$ cat src/rtl/mem_responder.sv
// Purpose : serves instruction-fetch and data read/write requests from a synchronous single-port SRAM.
// Latency : oRdy is high WAIT_STATES+2 cycles after the request is sampled, or 1 cycle for an illegal request.
// Backpres: the requester holds its request until oRdy; only one request is in flight, and data wins over fetch.
//
// Ports:
//   iClk, nRst                          clock, asynchronous active-low reset
//   iMemIRead / iMemDRead / iMemDWrite  request strobes, held until oRdy
//   iAddrI, iAddrD, iWData              byte addresses and write data, latched in IDLE
//   oIns, oRData                        last fetched instruction / last data read word
//   oRdy, oFault                        one-cycle completion pulse; oFault flags an aborted request
//   oSramCe/We/Addr/WData, iSramRData   SRAM port (word address)
module mem_responder #(
    parameter int AW          = 12,
    parameter int WAIT_STATES = 1
) (
    input  logic          iClk,
    input  logic          nRst,
    input  logic          iMemIRead,
    input  logic          iMemDRead,
    input  logic          iMemDWrite,
    input  logic [31:0]   iAddrI,
    input  logic [31:0]   iAddrD,
    input  logic [31:0]   iWData,
    output logic [31:0]   oIns,
    output logic [31:0]   oRData,
    output logic          oRdy,
    output logic          oFault,
    output logic          oSramCe,
    output logic          oSramWe,
    output logic [AW-1:0] oSramAddr,
    output logic [31:0]   oSramWData,
    input  logic [31:0]   iSramRData
);

    typedef enum logic [1:0] {
        S_IDLE,
        S_ACCESS,
        S_WAIT,
        S_DONE
    } state_t;

    localparam logic [3:0] WAIT_LOAD = 4'(WAIT_STATES - 1);

    state_t        state, state_nxt;
    logic [3:0]    cnt, cnt_nxt;
    logic          op_write, op_write_nxt;
    logic          op_fetch, op_fetch_nxt;
    logic          rdy_nxt, fault_nxt;
    logic          sram_ce_nxt, sram_we_nxt;
    logic [AW-1:0] sram_addr_nxt;
    logic [31:0]   sram_wdata_nxt;
    logic [31:0]   ins_nxt, rdata_nxt;

    logic data_req;
    logic data_illegal;
    logic fetch_illegal;

    // Upper address bits fall outside the SRAM and are deliberately dropped.
    logic unused_addr_bits;
    assign unused_addr_bits = ^{iAddrI[31:AW+2], iAddrD[31:AW+2]};

    assign data_req      = iMemDRead | iMemDWrite;
    assign data_illegal  = (iAddrD[1:0] != 2'b00) | (iMemDRead & iMemDWrite);
    assign fetch_illegal = (iAddrI[1:0] != 2'b00);

    always_ff @(posedge iClk or negedge nRst) begin
        if (!nRst) begin
            state      <= S_IDLE;
            cnt        <= 4'd0;
            op_write   <= 1'b0;
            op_fetch   <= 1'b0;
            oRdy       <= 1'b0;
            oFault     <= 1'b0;
            oSramCe    <= 1'b0;
            oSramWe    <= 1'b0;
            oSramAddr  <= '0;
            oSramWData <= 32'd0;
            oIns       <= 32'd0;
            oRData     <= 32'd0;
        end else begin
            state      <= state_nxt;
            cnt        <= cnt_nxt;
            op_write   <= op_write_nxt;
            op_fetch   <= op_fetch_nxt;
            oRdy       <= rdy_nxt;
            oFault     <= fault_nxt;
            oSramCe    <= sram_ce_nxt;
            oSramWe    <= sram_we_nxt;
            oSramAddr  <= sram_addr_nxt;
            oSramWData <= sram_wdata_nxt;
            oIns       <= ins_nxt;
            oRData     <= rdata_nxt;
        end
    end

    // Every output is registered, so this block computes the value each
    // output takes in the *next* cycle alongside the next state.
    always_comb begin
        state_nxt      = state;
        cnt_nxt        = cnt;
        op_write_nxt   = op_write;
        op_fetch_nxt   = op_fetch;
        rdy_nxt        = 1'b0;
        fault_nxt      = 1'b0;
        sram_ce_nxt    = 1'b0;
        sram_we_nxt    = 1'b0;
        sram_addr_nxt  = oSramAddr;
        sram_wdata_nxt = oSramWData;
        ins_nxt        = oIns;
        rdata_nxt      = oRData;

        case (state)
            S_IDLE: begin
                if (data_req) begin
                    op_write_nxt   = iMemDWrite;
                    op_fetch_nxt   = 1'b0;
                    sram_addr_nxt  = iAddrD[AW+1:2];
                    sram_wdata_nxt = iWData;
                    if (data_illegal) begin
                        state_nxt = S_DONE;
                        rdy_nxt   = 1'b1;
                        fault_nxt = 1'b1;
                    end else begin
                        state_nxt   = S_ACCESS;
                        sram_ce_nxt = 1'b1;
                        sram_we_nxt = iMemDWrite;
                    end
                end else if (iMemIRead) begin
                    op_write_nxt  = 1'b0;
                    op_fetch_nxt  = 1'b1;
                    sram_addr_nxt = iAddrI[AW+1:2];
                    if (fetch_illegal) begin
                        state_nxt = S_DONE;
                        rdy_nxt   = 1'b1;
                        fault_nxt = 1'b1;
                    end else begin
                        state_nxt   = S_ACCESS;
                        sram_ce_nxt = 1'b1;
                    end
                end
            end
            S_ACCESS: begin
                state_nxt = S_WAIT;
                cnt_nxt   = WAIT_LOAD;
            end
            S_WAIT: begin
                if (cnt == 4'd0) begin
                    state_nxt = S_DONE;
                    rdy_nxt   = 1'b1;
                    if (!op_write) begin
                        if (op_fetch) begin
                            ins_nxt = iSramRData;
                        end else begin
                            rdata_nxt = iSramRData;
                        end
                    end
                end else begin
                    cnt_nxt = cnt - 4'd1;
                end
            end
            S_DONE: begin
                state_nxt = S_IDLE;
            end
            default: begin
                state_nxt = S_IDLE;
            end
        endcase
    end

endmodule

$ cat config.mk
export PLATFORM = sky130hd
export DESIGN_NAME = mem_responder
export DESIGN_NICKNAME = d
export VERILOG_FILES = /design/src/rtl/mem_responder.sv
export SDC_FILE = /design/constraint.sdc
export NUM_CORES = 1
export LEC_CHECK = 0
export BUFFER_PORTS_ARGS = -buffer_cell sky130_fd_sc_hd__clkbuf_2
export CORE_MARGIN = 2
export CORE_UTILIZATION = 33
export DETAILED_ROUTE_END_ITERATION = 7
export GPL_ROUTABILITY_DRIVEN = 0
export PLACE_DENSITY = 0.64
export RECOVER_POWER = 50
export SKIP_LAST_GASP = 1
export SLEW_MARGIN = 20
export SYNTH_ARGS = -nofsm -noshare
export SYNTH_HDL_FRONTEND = slang
export SYNTH_SLANG_ARGS = --single-unit
$ cat constraint.sdc
create_clock -name iClk -period 6.2 [get_ports iClk]
set_input_delay 1.24 -clock iClk [delete_from_list [all_inputs] [get_ports iClk]]
set_output_delay 1.24 -clock iClk [all_outputs]
set_load 0.05 [all_outputs]
==> results of run 1 <==
logic make-up (layout without fill, tap and decap cells):
kind of cell | after synthesis | in the layout | share of synthesized area (%)
buffers and inverters | 24 | 253 | 2.58
AND/OR/NAND/NOR | 32 | 32 | 4.03
adder cells (fa/ha/maj) | 3 | 3 | 0.790
AO/OA/AOI/OAI | 28 | 28 | 3.87
flip-flops | 120 | 120 | 63.2
multiplexers | 109 | 109 | 25.5
layer usage:
layer  vias to the layer above  GRT usage (%)  share of wire [%]
li1                       1551              -                  -
met1                      1629           15.1                 40
met2                       148           23.8                 49
met3                        10           5.72                 10
met4                         0           6.11                1.3
met5                         -              0                  0
registers in the layout (all words and copies together) (netlist names):
signal      cells
cnt             4
oFault          1
oIns           32
oRData         32
oRdy            1
oSramAddr      12
oSramCe         1
oSramWData     32
oSramWe         1
op_fetch        1
op_write        1
state           2
worst min-delay path, stage by stage, from the launching register on:
cell and delay [ps]:
dfrtp_1 340, nand2_1 40, o21ai_0 50
area by class of cell:
cell class	count	area share, %
sequential	120	46.7
clock inverter	11	1.93
timing repair buffer	213	15.1
inverter	8	0.467
tap	180	3.50
clock buffer	21	7.16
multi-input combinational	172	25.2
per-stage QoR:
step	hold slack [ps]	cells	setup WS, ps	utilization (%)	instance area [um2]
2_1_floorplan	460	316	3760	-	4750
3_3_place_gp	465	693	3410	42.7	5980
3_5_place_dp	470	693	3330	42.7	5980
4_1_cts	482	725	3420	46.9	6560
5_1_grt	499	725	2210	46.0	6430
6_report	471	725	2520	46.0	6430
synth_stat cells (all sizes together):
library cell  number
a21o               2
a21oi              1
a22o               3
a22oi              1
and2               1
and4b              1
buf               11
clkbuf             5
dfrtp            120
ha                 3
inv                8
mux2              97
mux2i             12
nand2             12
nand2b             2
nand3              1
nand4b             1
nor2               3
nor3               2
nor3b              1
nor4               4
nor4b              2
o21ai             15
o22a               1
o2bb2ai            1
o31ai              2
o41ai              2
or2                1
or3b               1
how the worst max path moves through the flow:
stage	start	cells after the start	slack [ps]	end
after floorplan	iMemDWrite	4	3760	oSramWData[10]
after global placement	iMemDWrite	3	3410	oSramWData[4]
after detailed placement	iMemDWrite	3	3330	oSramWData[4]
after CTS	cnt[0]	6	3420	oRData[30]
after global routing	iMemDWrite	3	2210	oSramWData[4]
final	iMemDWrite	3	2520	oSramWData[4]
==> qor.csv, run 1 <==
metric,value,unit
drtAntennaViolNets,0,
cts_buffer_depth,2,
grt_pass1_vias,3430,
final.setup.tns,0,ps
grt_overflow,0,
cts_made_buffers,17,
syn2layout_area_growth,35.4,%
layout_common_cells,"clkbuf_2 (122), dfrtp_1 (120), mux2_2 (95)",
io_buffers,208,
skew,7.86,ps
min_to,oSramAddr[10],
critPathTopFamily,compound AO/OA/AOI/OAI gates,
dp_hpwl,7740,um
finalCritPeriodShare,59.3,%
synthCells,316,
die_w,124,um
routed_wl,10600,um
multi_input_area,1620,um2
core_area,14000,um2
ios,245,
start_kind,input pin,
max-slew-margin-rel,-81.9,%
synth_top_cell_area_share,63.2,%
first_pass_iters,4,
start_util,34.0,%
path_max_fanout,33,
routed_via_density,4.60,
fmaxAchievable,272,MHz
ys_ff_latch,120,
grt_max_degree,68,
holdBufCountCts,0,
final_common_cell,clkbuf_2,
cts_resized,0,
clk_pin_slew,50,ps
hp-class,reg -> reg,
critPathKind,in -> reg,
cts_htree_levels,4,
clkSinkCount,120,
failed_checks,"max-capacitance violations, max-slew violations",
path_cells,"clkbuf_1, o21ai_1, mux2_2",
cts_tree,done,
synth_nets,452,
synth_seq_area_share,63.2,%
fin_crit,3680,ps
synth.avg_cell_area,15.0,um2
reg2reg_to,oRData[9],
yosysWarnings,0,
antenna_found_initial,0,
yosysUniqueCellTypes,34,
worstMarginPinSlew,2710,ps
worstPathRequired,6480,ps
status,"finished, violations left",
endpoint_kind,flip-flop,
syn_area,4750,um2
postCtsSetupRepairBufs,0,
r2r_setup_slack,3440,ps
r2r_start,cnt[0],
cts-root-buf,clkbuf_16,
hold_viol_final,0,
n_antenna_cell,0,
finalNetCount,668,
grt_pass1_wl,16000,um
slew_viol_final,34,
worstPathBufferInverterCount,1,
r2r_cells,6,
regArea,3000,um2
synth_top_area_cell,dfrtp_1,
slowest_stage,o21ai_1,
synthTopCellsByArea,"dfrtp_1 (63%), mux2_2 (23%), mux2i_1 (2.5%), o21ai_0 (1.5%), nand2_1 (0.95%)",
clk_latency,400,ps
hold_depth,2,
setup_viol,0,
drcViolationCount,0,
hold_path.startpoint,oSramAddr[10],
num_rows,43,
drt_iter0_markers,91,
drive_above_1_share,46.6,%
nFillCells,1318,
wl_per_cell,14.6,um
die_h,124,um
max_stage_delay,2040,ps
cap_violations,1,
grt.total_usage,13.9,%
die_area,15400,um2
vias,3338,
rsz0062_at_grt,no,
cp_data_arrival_time,3950,ps
Power of run 1 is not shown: default switching activity piles up to over one toggle a cycle in this logic, so the estimate is an artifact.
==> run 2, diff against run 1 <==
- ABC_AREA: default -> 1
- clock period: 6.2 -> 3.5 ns (I/O delays scaled with it)
==> run 2 against run 1 <==
  * The run now ends clean
  * Non-clock buffer count fell by 2
  * Synthesized area rose by 5.0%
  * Sequential cell count did not move
  * First-iteration DRC count rose to 2.9 times the previous value
  * Setup slack got worse by 1400 ps
  * Design area rose by 4.8%
  * Worst hold slack improved by 1.8 ps
  * Critical path type unchanged
==> qor.csv, run 2 <==
metric,value,unit
status,finished clean,
critPathKind,in -> reg,
synth_seq_area_share,60.2,%
endpoint_kind,flip-flop,
start_util,34.1,%
worstPathRequired,3850,ps
core_area,14600,um2
yosys.area_share.adder,0.752,%
start_kind,input pin,
ys_ff_latch,120,
final_area,6740,um2
drcViolationCount,0,
wl_per_cell,12.8,um
synthMuxAreaShare,0,%
r2r_cells,7,
drtAntennaViolNets,0,
max-slew-margin-rel,1.36,%
synth.avg_cell_area,9.67,um2
hp-class,in -> reg,
grt_pass1_wl,19200,um
grt_overflow,0,
synthSimpleGateAreaFrac,19.3,%
fmaxAchievable,421,MHz
cts_resized,0,
cts_htree_levels,4,
clkSinkCount,120,
cp_data_arrival_time,2720,ps
holdBufCountCts,0,
placed_cell_area,6120,um2
postCtsSetupRepairBufs,0,
synth_compound_area_share,12.6,%
drt_iter0_markers,260,
clk_pin_slew,60,ps
clk_latency,410,ps
dp_hpwl,8280,um
cts_tree,done,
fin_crit,2380,ps
layout_common_cells,"nand2_1 (210), clkbuf_2 (174), dfrtp_1 (120)",
cts_buffer_depth,2,
synth_top_cell_area_share,60.2,%
ios,245,
routed_via_density,4.37,
finalCritPeriodShare,67.9,%
final.setup.tns,0,ps
setup_viol,0,
slew_viol_final,0,
worstMarginPinSlew,1480,ps
synthArstFlopShare,100,%
antenna_found_initial,0,
num_rows,44,
routed_wl,11800,um
synthTopCellsByArea,"dfrtp_1 (60%), nand2_1 (16%), o21ai_2 (8.1%), inv_1 (3.5%), buf_6 (2.0%)",
synth_flop_cell,dfrtp_1,
cts-root-buf,clkbuf_16,
setup_slack,1120,ps
synth_nets,652,
grt.total_usage,15.2,%
path_max_fanout,32,
synth_top_area_cell,dfrtp_1,
vias,4024,
finalNetCount,860,
skew,6.94,ps
synthTopCellsByCount,"nand2_1 (207), dfrtp_1 (120), inv_1 (46), o21ai_2 (46), o21ai_1 (18)",
grt_pass1_vias,3856,
pre_cts_slack,1310,ps
die_h,127,um
grt_max_degree,96,
n_antenna_cell,0,
synthXorXnorAreaFrac,0.176,%
synth_edf_count,0,
cap_violations,0,
yosysWarnings,0,
hold_viol_final,0,
first_pass_iters,4,
syn2layout_area_growth,35.1,%
synthCells,516,
rsz0062_at_grt,no,
drive_above_1_share,35.0,%
die_w,127,um
cts_made_buffers,17,
die_area,16100,um2
hold_depth,3,
reg.largest.list,"oIns: 32 flops, oRData: 32 flops, oSramWData: 32 flops",
yosysMostFrequentCell,nand2_1,
syn_area,4990,um2
final_common_cell,nand2_1,
io_buffers,208,
yosysUniqueCellTypes,22,
synth_top_family_by_area,simple AND/OR/NAND/NOR gates,
[run 2: final timing paths]
check	from	endpoint	slack [ps]
worst min-delay path	iWData[18]	oSramWData[18]	470
worst max register to register	state[0]	oIns[24]	1270
worst min register to register	oSramWData[8]	oSramWData[8]	480
max in group asynchronous	nRst	oRData[4]	1660
min in group asynchronous	nRst	oRData[7]	640
worst max-delay path	iMemDWrite	oSramWData[21]	1120
[run 2: cell families after synthesis]
family                   count (synthesis)
AND/OR/NAND/NOR                        238
flip-flops                             120
AO/OA/AOI/OAI                           85
buffers and inverters                   69
XOR/XNOR                                 1
adder cells (fa/ha/maj)                  3
[run 2: per-stage QoR]
step	instances	util [%]	hold slack (ps)
after CTS	921	46.4	192
final	921	46.0	473
after floorplan	516	-	404
after detailed placement	889	41.8	466
after global routing	921	46.0	467
after global placement	889	41.8	463
[run 2: routing by layer]
layer  GRT usage (%)  up-vias  wire length [um]
li1                -     2036                 -
met1            20.0     1792              5330
met2            22.1      175              5070
met3            6.16       21              1140
met4            6.66        0               267
met5               0        -                 0
[run 2: worst max-delay path: stages]
cell	delay, ps
clkbuf_1	110
inv_1	60
nand2_1	270
nand2_1	240
clkbuf_1	1050
nand2_1	150
nand2_1	120
[run 2: layout make-up]
| class | instances | area (um2) |
|---|---|---|
| clock buffers | 19 | 453 |
| multi-input cells | 327 | 1620 |
| fillers | 1484 | 7910 |
| flip-flops and latches | 120 | 3000 |
| repair buffers | 211 | 1030 |
| clock inverters | 13 | 224 |
| well taps | 184 | 230 |
| inverters | 47 | 176 |
Power of run 2 is left out for the same reason.
==> run 3, diff against run 2 <==
- clock period: 3.5 -> 2.4 ns (I/O delays scaled with it)
==> run 3 against run 2 <==
  * Clock skew fell by 0.97 ps
  * Setup slack got worse by 650 ps
  * Cell count rose by 0.98%
  * Global-route usage rose by 0.40 points
  * Routed wire length rose by 1.8%
  * First-iteration DRC count fell by 45%
  * Via count rose by 1.1%
  * Critical path type is now in -> async
==> qor.csv, run 3 (synthesized netlist as in run 2, its figures left out) <==
metric,value,unit
cts_tree,done,
final_common_cell,nand2_1,
cts_buffer_depth,2,
die_h,127,um
worstPathRequired,2890,ps
grt_pass1_vias,3970,
globalRouteMet3Util,5.44,%
cap_violations,0,
cp_data_arrival_time,2410,ps
antenna_found_initial,0,
clk_pin_slew,60,ps
drcViolationCount,0,
core_area,14600,um2
start_kind,input pin,
status,finished clean,
nFillCells,1464,
grt.total_usage,15.6,%
dp_hpwl,8800,um
cts-root-buf,clkbuf_16,
wl_per_cell,12.9,um
hold_viol_final,0,
final.setup.tns,0,ps
start_util,34.1,%
grt_overflow,0,
grt_max_degree,55,
hp-class,in -> reg,
grt_util_met1,21.1,%
vias,4069,
die_area,16100,um2
clk_latency,410,ps
syn2layout_area_growth,35.2,%
drtAntennaViolNets,0,
top_usage_layer,met2,
fmaxAchievable,520,MHz
ios,245,
fin_crit,1920,ps
endpoint_kind,asynchronous set/reset pin,
gr-usage-met2,22.5,%
drt_iter0_markers,143,
setup_viol,0,
grt_pass1_wl,19900,um
clkSinkCount,120,
n_antenna_cell,0,
drive_above_1_share,34.2,%
routed_via_density,4.38,
worstMarginPinSlew,984,ps
io_buffers,208,
finalNetCount,869,
cts_made_buffers,17,
layout_common_cells,"nand2_1 (208), clkbuf_2 (161), dfrtp_1 (120)",
first_pass_iters,4,
num_rows,44,
routed_wl,12000,um
path_max_fanout,26,
finalCritPeriodShare,80.1,%
slew_viol_final,0,
die_w,127,um
reg.largest.list,"oIns: 32 flops, oRData: 32 flops, oSramWData: 32 flops",
critPathKind,in -> async,
skew,5.97,ps
cts_htree_levels,4,
max-slew-margin-rel,34.4,%
rsz0062_at_grt,no,
-- run 3: cell count changes in the layout (fill, tap and decap cells not counted), sizes merged --
cell,delta
clkinv,-1
clkbuf,-1
clkinvlp,+3
inv,+3
buf,+8
dlygate4sd3,+1
bufinv,-4
-- run 3: final cells by class --
| type | instances | area [um2] | area share, % |
|---|---|---|---|
| timing repair buffer | 220 | 1120 | 16.6 |
| sequential | 120 | 3000 | 44.5 |
| tap | 184 | 230 | 3.41 |
| clock buffer | 18 | 439 | 6.51 |
| multi-input combinational | 327 | 1630 | 24.1 |
| clock inverter | 14 | 148 | 2.19 |
| inverter | 47 | 176 | 2.62 |
-- run 3: metrics by stage --
step	cells	hold slack (ps)	area (um2)	utilization, %	setup slack, ps
floorplan	516	184	4990	-	966
global placement	897	363	6220	42.5	515
detailed placement	897	364	6220	42.5	519
CTS	930	227	6820	46.6	498
global route	930	250	6750	46.1	164
finish	930	255	6750	46.1	477
-- run 3: worst max-delay path, stage by stage --
cell,delay [ps]
dlygate4sd3_1,520
clkbuf_1,730
clkbuf_2,660
-- run 3: worst paths after layout --
path	from	end	slack [ps]	cells after the start
setup reg to reg	cnt[0]	oIns[19]	490	8
hold reg to reg	oSramWData[2]	oSramWData[2]	480	2
setup / recovery	nRst	oIns[19]	480	3
hold / removal	iWData[26]	oSramWData[26]	250	3
min in group asynchronous	nRst	oRData[2]	750	2
max in group iClk	cnt[0]	oIns[19]	490	8
-- run 3: repair_timing --
action	CTS	global route
resized for setup	0	0
hold buffers	1	0
buffers inserted	0	0
endpoints found under the hold margin	14	0
-- run 3: metal layers --
| layer | routed length, um | part of all wire [%] |
|---|---|---|
| met1 | 5590 | 47 |
| met2 | 5160 | 43 |
| met3 | 1020 | 8.5 |
| met4 | 239 | 2.0 |
| met5 | 0 | 0 |
Power of run 3 is left out for the same reason.
